**src/rtl/weight_fetch_ctrl.sv**
```systemverilog
// ---------------------------------------------------------------------------
// weight_fetch_ctrl
//
// Purpose:
//   Turns a start request into numWeight consecutive reads of one neuron's
//   weight BRAM (1-cycle registered read) and presents the returned words to
//   the neuron MAC as a valid/ready stream. A 3-entry FIFO absorbs the BRAM
//   latency so MAC backpressure never loses a word. The last weight is
//   flagged with w_last and done pulses when the MAC accepts it.
//
// Ports:
//   clk        in   1                rising-edge clock
//   rst_n      in   1                asynchronous active-low reset
//   start      in   1                begin a pass (ignored unless idle)
//   repeat_cnt in   8                extra passes, only with WEIGHT_FETCH_REPEAT_EN
//   busy       out  1                pass in progress
//   done       out  1                one-cycle pulse on final weight handshake
//   ren        out  1                weight memory read enable
//   raddr      out  addressWidth+1   weight memory read address
//   wout       in   dataWidth        weight memory read data (cycle after ren)
//   w_data     out  dataWidth        weight to MAC
//   w_valid    out  1                w_data valid
//   w_last     out  1                w_data is weight numWeight-1
//   w_ready    in   1                MAC accepts w_data this cycle
//
// Configuration:
//   WEIGHT_FETCH_REPEAT_EN  when defined, repeat_cnt is sampled with start and
//                           the weight set streams repeat_cnt+1 times
//                           back-to-back; done pulses only after the last pass.
// ---------------------------------------------------------------------------
module weight_fetch_ctrl #(
    parameter int numWeight    = 784,
    parameter int addressWidth = 10,
    parameter int dataWidth    = 16
) (
    input  logic                    clk,
    input  logic                    rst_n,
    input  logic                    start,
`ifdef WEIGHT_FETCH_REPEAT_EN
    input  logic [7:0]              repeat_cnt,
`endif
    output logic                    busy,
    output logic                    done,
    output logic                    ren,
    output logic [addressWidth:0]   raddr,
    input  logic [dataWidth-1:0]    wout,
    output logic [dataWidth-1:0]    w_data,
    output logic                    w_valid,
    output logic                    w_last,
    input  logic                    w_ready
);

    localparam int            CW       = $clog2(numWeight + 1);
    localparam logic [CW-1:0] LAST_IDX = CW'(numWeight - 1);
    localparam logic [CW-1:0] ALL_CNT  = CW'(numWeight);
    localparam logic [CW-1:0] ONE_CNT  = CW'(1);
    localparam logic [addressWidth:0] ADDR_ONE = {{addressWidth{1'b0}}, 1'b1};

    typedef enum logic [1:0] {
        IDLE,
        FETCH,
        DRAIN
    } state_t;

    state_t                  state_q, state_d;
    logic [CW-1:0]           issued_q, issued_d;
    logic [CW-1:0]           accepted_q, accepted_d;
    logic [addressWidth:0]   raddr_q, raddr_d;
    logic                    inflight_q;
    logic [dataWidth-1:0]    fifo_q [3];
    logic [1:0]              wrPtr_q, wrPtr_d;
    logic [1:0]              rdPtr_q, rdPtr_d;
    logic [1:0]              count_q, count_d;

    logic                    issue;
    logic                    push;
    logic                    pop;
    logic                    issueFinalPass;
    logic                    acceptFinalPass;

`ifdef WEIGHT_FETCH_REPEAT_EN
    logic [7:0]              repeat_q, repeat_d;
    logic [7:0]              issuePass_q, issuePass_d;
    logic [7:0]              acceptPass_q, acceptPass_d;

    assign issueFinalPass  = (issuePass_q == repeat_q);
    assign acceptFinalPass = (acceptPass_q == repeat_q);
`else
    assign issueFinalPass  = 1'b1;
    assign acceptFinalPass = 1'b1;
`endif

    // Issue decision uses only registered occupancy (entries plus the read
    // still in flight), so there is no path from w_ready to ren and the FIFO
    // can never be asked to hold more than three words.
    assign issue = (state_q == FETCH) && (issued_q != ALL_CNT)
                   && (({1'b0, count_q} + {2'b00, inflight_q}) < 3'd3);

    assign push    = inflight_q;
    assign w_valid = (count_q != 2'd0);
    assign pop     = w_valid && w_ready;
    assign w_data  = w_valid ? fifo_q[rdPtr_q] : '0;
    assign w_last  = w_valid && (accepted_q == LAST_IDX);
    assign done    = pop && w_last && acceptFinalPass;
    assign busy    = (state_q != IDLE);
    assign ren     = issue;
    assign raddr   = raddr_q;

    always_comb begin
        state_d    = state_q;
        issued_d   = issued_q;
        accepted_d = accepted_q;
        raddr_d    = raddr_q;
`ifdef WEIGHT_FETCH_REPEAT_EN
        repeat_d     = repeat_q;
        issuePass_d  = issuePass_q;
        acceptPass_d = acceptPass_q;
`endif

        if (issue) begin
            if ((issued_q == LAST_IDX) && !issueFinalPass) begin
                // Wrap to address 0 for the next pass without a bubble.
                issued_d = '0;
                raddr_d  = '0;
`ifdef WEIGHT_FETCH_REPEAT_EN
                issuePass_d = issuePass_q + 8'd1;
`endif
            end else begin
                issued_d = issued_q + ONE_CNT;
                raddr_d  = raddr_q + ADDR_ONE;
            end
        end

        if (pop) begin
            if ((accepted_q == LAST_IDX) && !acceptFinalPass) begin
                accepted_d = '0;
`ifdef WEIGHT_FETCH_REPEAT_EN
                acceptPass_d = acceptPass_q + 8'd1;
`endif
            end else begin
                accepted_d = accepted_q + ONE_CNT;
            end
        end

        case (state_q)
            IDLE: begin
                if (start) begin
                    state_d    = FETCH;
                    issued_d   = '0;
                    accepted_d = '0;
                    raddr_d    = '0;
`ifdef WEIGHT_FETCH_REPEAT_EN
                    repeat_d     = repeat_cnt;
                    issuePass_d  = '0;
                    acceptPass_d = '0;
`endif
                end
            end
            FETCH: begin
                if (issue && (issued_q == LAST_IDX) && issueFinalPass) begin
                    state_d = DRAIN;
                end
            end
            DRAIN: begin
                if (done) begin
                    state_d = IDLE;
                end
            end
            default: state_d = IDLE;
        endcase
    end

    // FIFO pointer and occupancy bookkeeping; pointers wrap modulo 3.
    always_comb begin
        wrPtr_d = wrPtr_q;
        rdPtr_d = rdPtr_q;
        count_d = count_q;
        if (push) begin
            wrPtr_d = (wrPtr_q == 2'd2) ? 2'd0 : wrPtr_q + 2'd1;
        end
        if (pop) begin
            rdPtr_d = (rdPtr_q == 2'd2) ? 2'd0 : rdPtr_q + 2'd1;
        end
        case ({push, pop})
            2'b10:   count_d = count_q + 2'd1;
            2'b01:   count_d = count_q - 2'd1;
            default: count_d = count_q;
        endcase
    end

    always_ff @(posedge clk or negedge rst_n) begin
        if (!rst_n) begin
            state_q    <= IDLE;
            issued_q   <= '0;
            accepted_q <= '0;
            raddr_q    <= '0;
            inflight_q <= 1'b0;
            wrPtr_q    <= '0;
            rdPtr_q    <= '0;
            count_q    <= '0;
            for (int i = 0; i < 3; i++) begin
                fifo_q[i] <= '0;
            end
`ifdef WEIGHT_FETCH_REPEAT_EN
            repeat_q     <= '0;
            issuePass_q  <= '0;
            acceptPass_q <= '0;
`endif
        end else begin
            state_q    <= state_d;
            issued_q   <= issued_d;
            accepted_q <= accepted_d;
            raddr_q    <= raddr_d;
            // Clearing this on reset drops any BRAM word still returning.
            inflight_q <= issue;
            wrPtr_q    <= wrPtr_d;
            rdPtr_q    <= rdPtr_d;
            count_q    <= count_d;
            if (push) begin
                fifo_q[wrPtr_q] <= wout;
            end
`ifdef WEIGHT_FETCH_REPEAT_EN
            repeat_q     <= repeat_d;
            issuePass_q  <= issuePass_d;
            acceptPass_q <= acceptPass_d;
`endif
        end
    end

endmodule

```
**config.mk**
```make
export PLATFORM = sky130hd
export DESIGN_NAME = weight_fetch_ctrl
export DESIGN_NICKNAME = d
export VERILOG_FILES = /design/src/rtl/weight_fetch_ctrl.sv
export SDC_FILE = /design/constraint.sdc
export NUM_CORES = 1
export LEC_CHECK = 0
export ABC_AREA = 1
export BUFFER_PORTS_ARGS = -buffer_cell sky130_fd_sc_hd__buf_2
export CAP_MARGIN = 20
export CORE_UTILIZATION = 45
export CTS_CLUSTER_DIAMETER = 60
export CTS_CLUSTER_SIZE = 24
export DETAILED_ROUTE_END_ITERATION = 8
export GPL_TIMING_DRIVEN = 0
export SYNTH_ARGS = -nofsm -noshare
export SYNTH_HDL_FRONTEND = slang
export SYNTH_SLANG_ARGS = --single-unit
```
**constraint.sdc**
```tcl
create_clock -name clk -period 2.3 [get_ports clk]
set_input_delay 0.115 -clock clk [delete_from_list [all_inputs] [get_ports clk]]
set_output_delay 0.115 -clock clk [all_outputs]
set_load 0.02 [all_outputs]
```
==> impl_metrics.env, run 1 <==
export IMPL_status="completed"
export IMPL_synth_flop_cell="dfrtp_1"
export IMPL_drive_above_1_share_pct=14.66
export IMPL_avgSynthCellArea_sq_um=7.634
export IMPL_dr_pass1_iters=5
export IMPL_synth_fp_nets=611
export IMPL_clock_sinks=88
export IMPL_grtUsageTotal_pct=22.48
export IMPL_crit_family="flip-flops"
export IMPL_path_buf_inv=3
export IMPL_pwr_share_seq_pct=37.1
export IMPL_slowest_delay_ns=0.46
export IMPL_root_buffer="clkbuf_8"
export IMPL_p_leak_nw=2.756
export IMPL_setup_viol=0
export IMPL_power_total_mw=7.181
export IMPL_core_rowCount=35
export IMPL_end_kind="output port"
export IMPL_slew_violations=0
export IMPL_fin_worst_skew_ns=0.01565
export IMPL_yosys_cell_types_count=29
export IMPL_combPwrFrac_pct=48.8
export IMPL_antenna_found_initial=0
export IMPL_relSlewSlack_pct=59.40
export IMPL_synth_edf_count=0
export IMPL_crit_fanout=11
export IMPL_cts_tree="built"
export IMPL_core_area_sq_um=9415
export IMPL_crit_arrival_ns=2.11
export IMPL_async_flop_share_pct=100.0
export IMPL_diodes=0
export IMPL_gp_congestion=0.8205
export IMPL_fmax_mhz=450.2
export IMPL_fill_cells=896
export IMPL_path_clk_slew_ns=0.10
export IMPL_maxCapViolCount=0
export IMPL_synth_area_sq_um=4458
export IMPL_fin_crit_sh_pct=96.57
export IMPL_die_h_microns=101.5
export IMPL_drt_wl_total_microns=10530
export IMPL_hold_viol_final=0
export IMPL_vias_per_cell=4.966
export IMPL_die_area_sq_um=10310
export IMPL_synth_seq_cells=88
export IMPL_worstPathCellList="ha_1 > ha_1 > nand2_1 > nand2_1 > nor2_4 > nand2_4 > inv_4 > buf_8 > buf_2"
export IMPL_tns_ns=0
export IMPL_grt_pass1_wl_microns=17690
export IMPL_start_kind="register"
export IMPL_grt_use_met1_pct=28.00
export IMPL_areaGrowthSynthToFinish_pct=14.96
export IMPL_start_util_pct=47.35
export IMPL_clk_latency_ns=0.37
export IMPL_synthCells=584
export IMPL_ys_seq_area_share_pct=49.40
export IMPL_fp_dieW_microns=101.5
export IMPL_drc=0
export IMPL_p_sw_share_pct=46.75
export IMPL_vias=3893
export IMPL_grt_max_degree=70
export IMPL_grt_pass1_vias=3752
export IMPL_pin_count=52
export IMPL_grt_ovfl_total=0
export IMPL_post_route_min_period_ns=2.221
export IMPL_dp_hpwl_microns=7144
export IMPL_first_iter_violations=152
export IMPL_cts_htree_levels=3
export IMPL_ys_warn_count=0
export IMPL_dpl_cell_area_sq_um=4905
export IMPL_use_met3_pct=3.451
export IMPL_max_slew_worst_pin_slew_ns=0.6090
export IMPL_grt_busiest_layer="met2"
export IMPL_cts_made_buffers=9
export IMPL_critPathSlowestCell="dfrtp_2"
export IMPL_use_met2_pct=40.02
export IMPL_path_class="reg -> out"
export IMPL_p_int_mw=3.824
export IMPL_vdd_drop_max_uv=829.5
export IMPL_hold_class="in -> reg"
export IMPL_ant_nets=0
export IMPL_utilization_pct=54.43
export IMPL_timing_hold_ws_ns=0.02763
export IMPL_cts_path_max_buffers=2
export IMPL_fin_nets=678
export IMPL_cp_data_required_time_ns=2.18
export IMPL_wl_per_cell_microns=13.43
export IMPL_port_buffers=51
export IMPL_p_per_area_nw_per_um2=1401
export IMPL_final_area_sq_um=5125
export IMPL_clkPwrFrac_pct=14.1
export IMPL_p_sw_mw=3.357
## power groups by stage
| stage | clock [mW] | sequential [mW] | combinational, mW |
|---|---|---|---|
| finish | 1.01 | 2.66 | 3.51 |
| detailed placement | 0 | 2.67 | 3.48 |
| global placement | 0 | 2.65 | 3.40 |
| global route | 1.11 | 2.75 | 3.98 |
| CTS | 1.04 | 2.65 | 3.49 |
| floorplan | 0 | 2.64 | 2.44 |
## cell usage after synthesis (2+ instances only)
cell	n	area [sq um]
a21oi_1	14	70.07
a22oi_2	2	25.02
buf_2	5	25.02
buf_6	2	22.52
clkbuf_1	10	37.54
clkinv_1	3	11.26
dfrtp_1	88	2202
ha_1	7	87.58
inv_1	81	304.0
nand2_1	195	732.0
nand2_4	2	22.52
nand3_1	33	165.2
nand3_2	2	20.02
nand4_1	8	50.05
nor2_1	37	138.9
nor2_2	3	18.77
nor2_4	2	22.52
nor3_1	11	55.05
nor3_2	2	20.02
o21ai_0	63	315.3
o21ai_1	3	15.01
o21bai_1	2	15.01
xnor2_1	3	26.28
## layer usage
layer,vias up,wire length [microns]
met1,1835,4743
li1,1953,-
met5,-,0
met3,13,479
met4,0,162
met2,92,5146
## timing repair
item | CTS | global route
endpoints found under the hold margin | 21 | 0
gates resized for setup | 0 | 4
setup buffers | 0 | 2
hold buffers | 2 | 0
setup endpoints to repair | 0 | 10
## cells by family (layout without fill, tap and decap cells)
kind of cell,count (synthesis),count (layout),share of synthesized area [%]
DFF,88,88,49.40
xor gates and xnor gates,4,4,0.7860
and+or+nand+nor,297,297,28.21
AOI/OAI and AO/OA,84,84,9.879
buffers and inverters,104,175,9.767
adders and majority gates,7,7,1.965
## state kept, by name, indices dropped and copies added, names as in the netlist
register    count
inflight_q      1
fifo_q         48
raddr          11
wrPtr_q         2
state_q         2
accepted_q     10
issued_q       10
count_q         2
rdPtr_q         2
## worst register-to-register path, delay by kind of cell (launching register included)
kind / cells / cell delay, ns
AO/OA/AOI/OAI: 1 / 0.13
adder cells (fa/ha/maj): 2 / 0.46
buffers and inverters: 2 / 0.24
flip-flops: 1 / 0.46
AND/OR/NAND/NOR: 5 / 0.49
## through the flow
stage | worst slack [ns] | cells
final | 0.07882 | 784
after global routing | -0.003443 | 784
after CTS | 0.06625 | 782
after detailed placement | 0.4604 | 765
after global placement | 0.2441 | 764
after floorplan | 0.6184 | 584
## cell type report
type                    count  area (sq um)  area share, %
well taps                 129         161.4          3.149
clock inverters             6         50.05         0.9766
flip-flops and latches     88          2205          43.02
plain buffers              19         113.9          2.222
clock buffers               9         123.9          2.417
inverters                  85         325.3          6.348
multi-input cells         392          1826          35.62
repair buffers             56         320.3          6.250
## path summary, 6_finish.rpt
| path | endpoint | slack, ns | startpoint | depth (start not counted) |
|---|---|---|---|---|
| max reg2reg | raddr[2]$_DFF_PN0_ | 0.44 | count_q[0]$_DFFE_PN0P_ | 10 |
| min in group asynchronous | fifo_q[35]$_DFFE_PN0P_ | 0.17 | rst_n | 2 |
| max | ren | 0.08 | count_q[0]$_DFFE_PN0P_ | 9 |
| min reg2reg | fifo_q[35]$_DFFE_PN0P_ | 0.49 | fifo_q[35]$_DFFE_PN0P_ | 2 |
| min | fifo_q[23]$_DFFE_PN0P_ | 0.03 | wout[7] | 3 |
| max in group asynchronous | inflight_q$_DFF_PN0_ | 1.48 | rst_n | 3 |
## cell usage in the layout, fill, tap and decap left out, drive strengths merged
cell type / synthesis / routed
xor2: 1 / 1
clkbuf: 11 / 20
a21oi: 14 / 14
clkinvlp: 0 / 3
nand4: 8 / 8
dlygate4sd3: 0 / 2
nor4: 1 / 1
dfrtp: 88 / 88
o21bai: 2 / 2
nor3: 13 / 13
nor2: 42 / 42
xnor2: 3 / 3
inv: 82 / 86
a22oi: 2 / 2
o21ai: 66 / 66
nand3: 35 / 35
nand2: 198 / 198
ha: 7 / 7
buf: 8 / 62
clkinv: 3 / 2
Note: power is estimated with default switching activity, not from simulation.
==> inputs of run 2 (changes only) <==
--- a/config.mk
+++ b/config.mk
@@ -8,6 +8,7 @@
 export ABC_AREA = 1
 export BUFFER_PORTS_ARGS = -buffer_cell sky130_fd_sc_hd__buf_2
 export CAP_MARGIN = 20
+export CORE_MARGIN = 2
 export CORE_UTILIZATION = 45
 export CTS_CLUSTER_DIAMETER = 60
 export CTS_CLUSTER_SIZE = 24
==> impl_metrics.env, run 2 (synthesized netlist as in run 1, its figures left out) <==
export IMPL_crit_arrival_ns=2.06
export IMPL_hold_viol_final=0
export IMPL_root_buffer="clkbuf_8"
export IMPL_min_path_cells=3
export IMPL_fp_dieW_microns=103.5
export IMPL_r2r_end="raddr[4]$_DFF_PN0_"
export IMPL_wl_per_cell_microns=12.87
export IMPL_dpl_cell_area_sq_um=4910
export IMPL_cts_path_max_buffers=2
export IMPL_start_kind="register"
export IMPL_fin_worst_skew_ns=0.01105
export IMPL_tns_ns=0
export IMPL_path_clk_slew_ns=0.09
export IMPL_crit_fanout=11
export IMPL_p_int_mw=4.156
export IMPL_p_per_area_nw_per_um2=1432
export IMPL_worst_hold_startpoint="wout[6]"
export IMPL_gp_congestion=0.8178
export IMPL_r2r_worst_path_cells=10
export IMPL_fin_nets=678
export IMPL_core_area_sq_um=9684
export IMPL_fin_crit_sh_pct=94.59
export IMPL_vdd_drop_max_uv=704.5
export IMPL_p_sw_mw=3.281
export IMPL_diodes=0
export IMPL_grt_pass1_wl_microns=17370
export IMPL_setup_viol=0
export IMPL_p_leak_nw=2.791
export IMPL_final_area_sq_um=5192
export IMPL_min_to="fifo_q[6]$_DFFE_PN0P_"
export IMPL_clock_sinks=88
export IMPL_status="completed"
export IMPL_slew_violations=0
export IMPL_cts_made_buffers=9
export IMPL_ant_nets=0
export IMPL_areaGrowthSynthToFinish_pct=16.47
export IMPL_grtUsageTotal_pct=20.14
export IMPL_post_route_min_period_ns=2.176
export IMPL_mostFrequentLayoutCells="nand2_1 (195), dfrtp_1 (86), inv_1 (81)"
export IMPL_power_total_mw=7.437
export IMPL_start_util_pct=46.03
export IMPL_grt_pass1_vias=3696
export IMPL_grt_max_degree=50
export IMPL_drc=0
export IMPL_p_sw_share_pct=44.12
export IMPL_die_area_sq_um=10720
export IMPL_fill_cells=942
export IMPL_clk_latency_ns=0.36
export IMPL_dr_pass1_iters=9
export IMPL_timing_rr_start="count_q[0]$_DFFE_PN0P_"
export IMPL_utilization_pct=53.62
export IMPL_pwr_share_seq_pct=35.7
export IMPL_cts_htree_levels=3
export IMPL_drt_wl_total_microns=10160
export IMPL_pin_count=52
export IMPL_maxCapViolCount=0
export IMPL_vias_per_cell=4.850
export IMPL_path_class="reg -> out"
export IMPL_combPwrFrac_pct=46.9
export IMPL_core_rowCount=36
export IMPL_clkPwrFrac_pct=17.4
export IMPL_port_buffers=51
export IMPL_max_slew_worst_pin_slew_ns=0.5742
export IMPL_vias=3827
export IMPL_cp_data_required_time_ns=2.18
export IMPL_rsz0062_at_grt="false"
export IMPL_dp_hpwl_microns=7191
export IMPL_drive_above_1_share_pct=14.48
export IMPL_largest_reg_flops=48
export IMPL_top_register="fifo_q"
export IMPL_rrSetupSlack_ns=0.47
export IMPL_first_iter_violations=133
export IMPL_hold_class="in -> reg"
export IMPL_grt_ovfl_total=0
export IMPL_fmax_mhz=459.6
export IMPL_cts_tree="built"
export IMPL_relSlewSlack_pct=61.72
export IMPL_antenna_found_initial=0
export IMPL_final_common_cell="nand2_1"
export IMPL_end_kind="output port"
export IMPL_die_h_microns=103.5
## run 2: through the flow
| stage | setup WS, ns | hold WS [ns] | std cells |
|---|---|---|---|
| floorplan | 0.6184 | -0.1806 | 584 |
| global placement | 0.2879 | 0.3636 | 768 |
| detailed placement | 0.4531 | 0.1460 | 769 |
| CTS | 0.05251 | 0.01902 | 787 |
| global route | 0.004799 | 0.02843 | 789 |
| finish | 0.1244 | 0.03351 | 789 |
## run 2: worst max path at each step
stage	start	end	slack [ns]	cells past startpoint
floorplan	inflight_q$_DFF_PN0_	issued_q[4]$_DFF_PN0_	0.62	11
global placement	rst_n	fifo_q[8]$_DFFE_PN0P_	0.29	1
detailed placement	inflight_q$_DFF_PN0_	raddr[4]$_DFF_PN0_	0.45	10
CTS	inflight_q$_DFF_PN0_	ren	0.05	9
global route	count_q[1]$_DFFE_PN0P_	w_data[11]	0.005	6
finish	count_q[0]$_DFFE_PN0P_	ren	0.12	9
## run 2: cell type report
type	instances	area (sq um)	share of cell area (%)
inverters	85	321.6	6.193
multi-input cells	392	1821	35.06
clock buffers	10	127.6	2.458
flip-flops and latches	88	2205	42.46
well taps	133	166.4	3.205
plain buffers	19	113.9	2.193
repair buffers	56	322.8	6.217
clock inverters	6	115.1	2.217
## run 2: power groups by stage
stage	Sequential [mW]	Clock, mW	Combinational [mW]
CTS	2.65	1.33	3.49
global route	2.74	1.40	3.98
global placement	2.66	0	3.39
floorplan	2.64	0	2.44
detailed placement	2.68	0	3.48
finish	2.65	1.29	3.49
## run 2: routing by layer
metal	global-route usage [%]	wire, microns
met2	32.88	4736
met3	3.272	435
met1	27.48	4840
met5	0	0
met4	6.853	143
## run 2: timing repair
item,in CTS,in global routing
hold buffers,2,0
hold endpoints to repair,41,0
gates resized for setup,0,3
setup endpoints to repair,0,1
setup buffers,0,2
## run 2: critical path, stage by stage (launching register included)
cell and delay [ns]:
dfrtp_2 0.45, ha_1 0.19, ha_1 0.26, nand2_1 0.06, nand2_1 0.08, nor2_4 0.19
nand2_4 0.09, inv_4 0.09, buf_8 0.15, buf_4 0.15
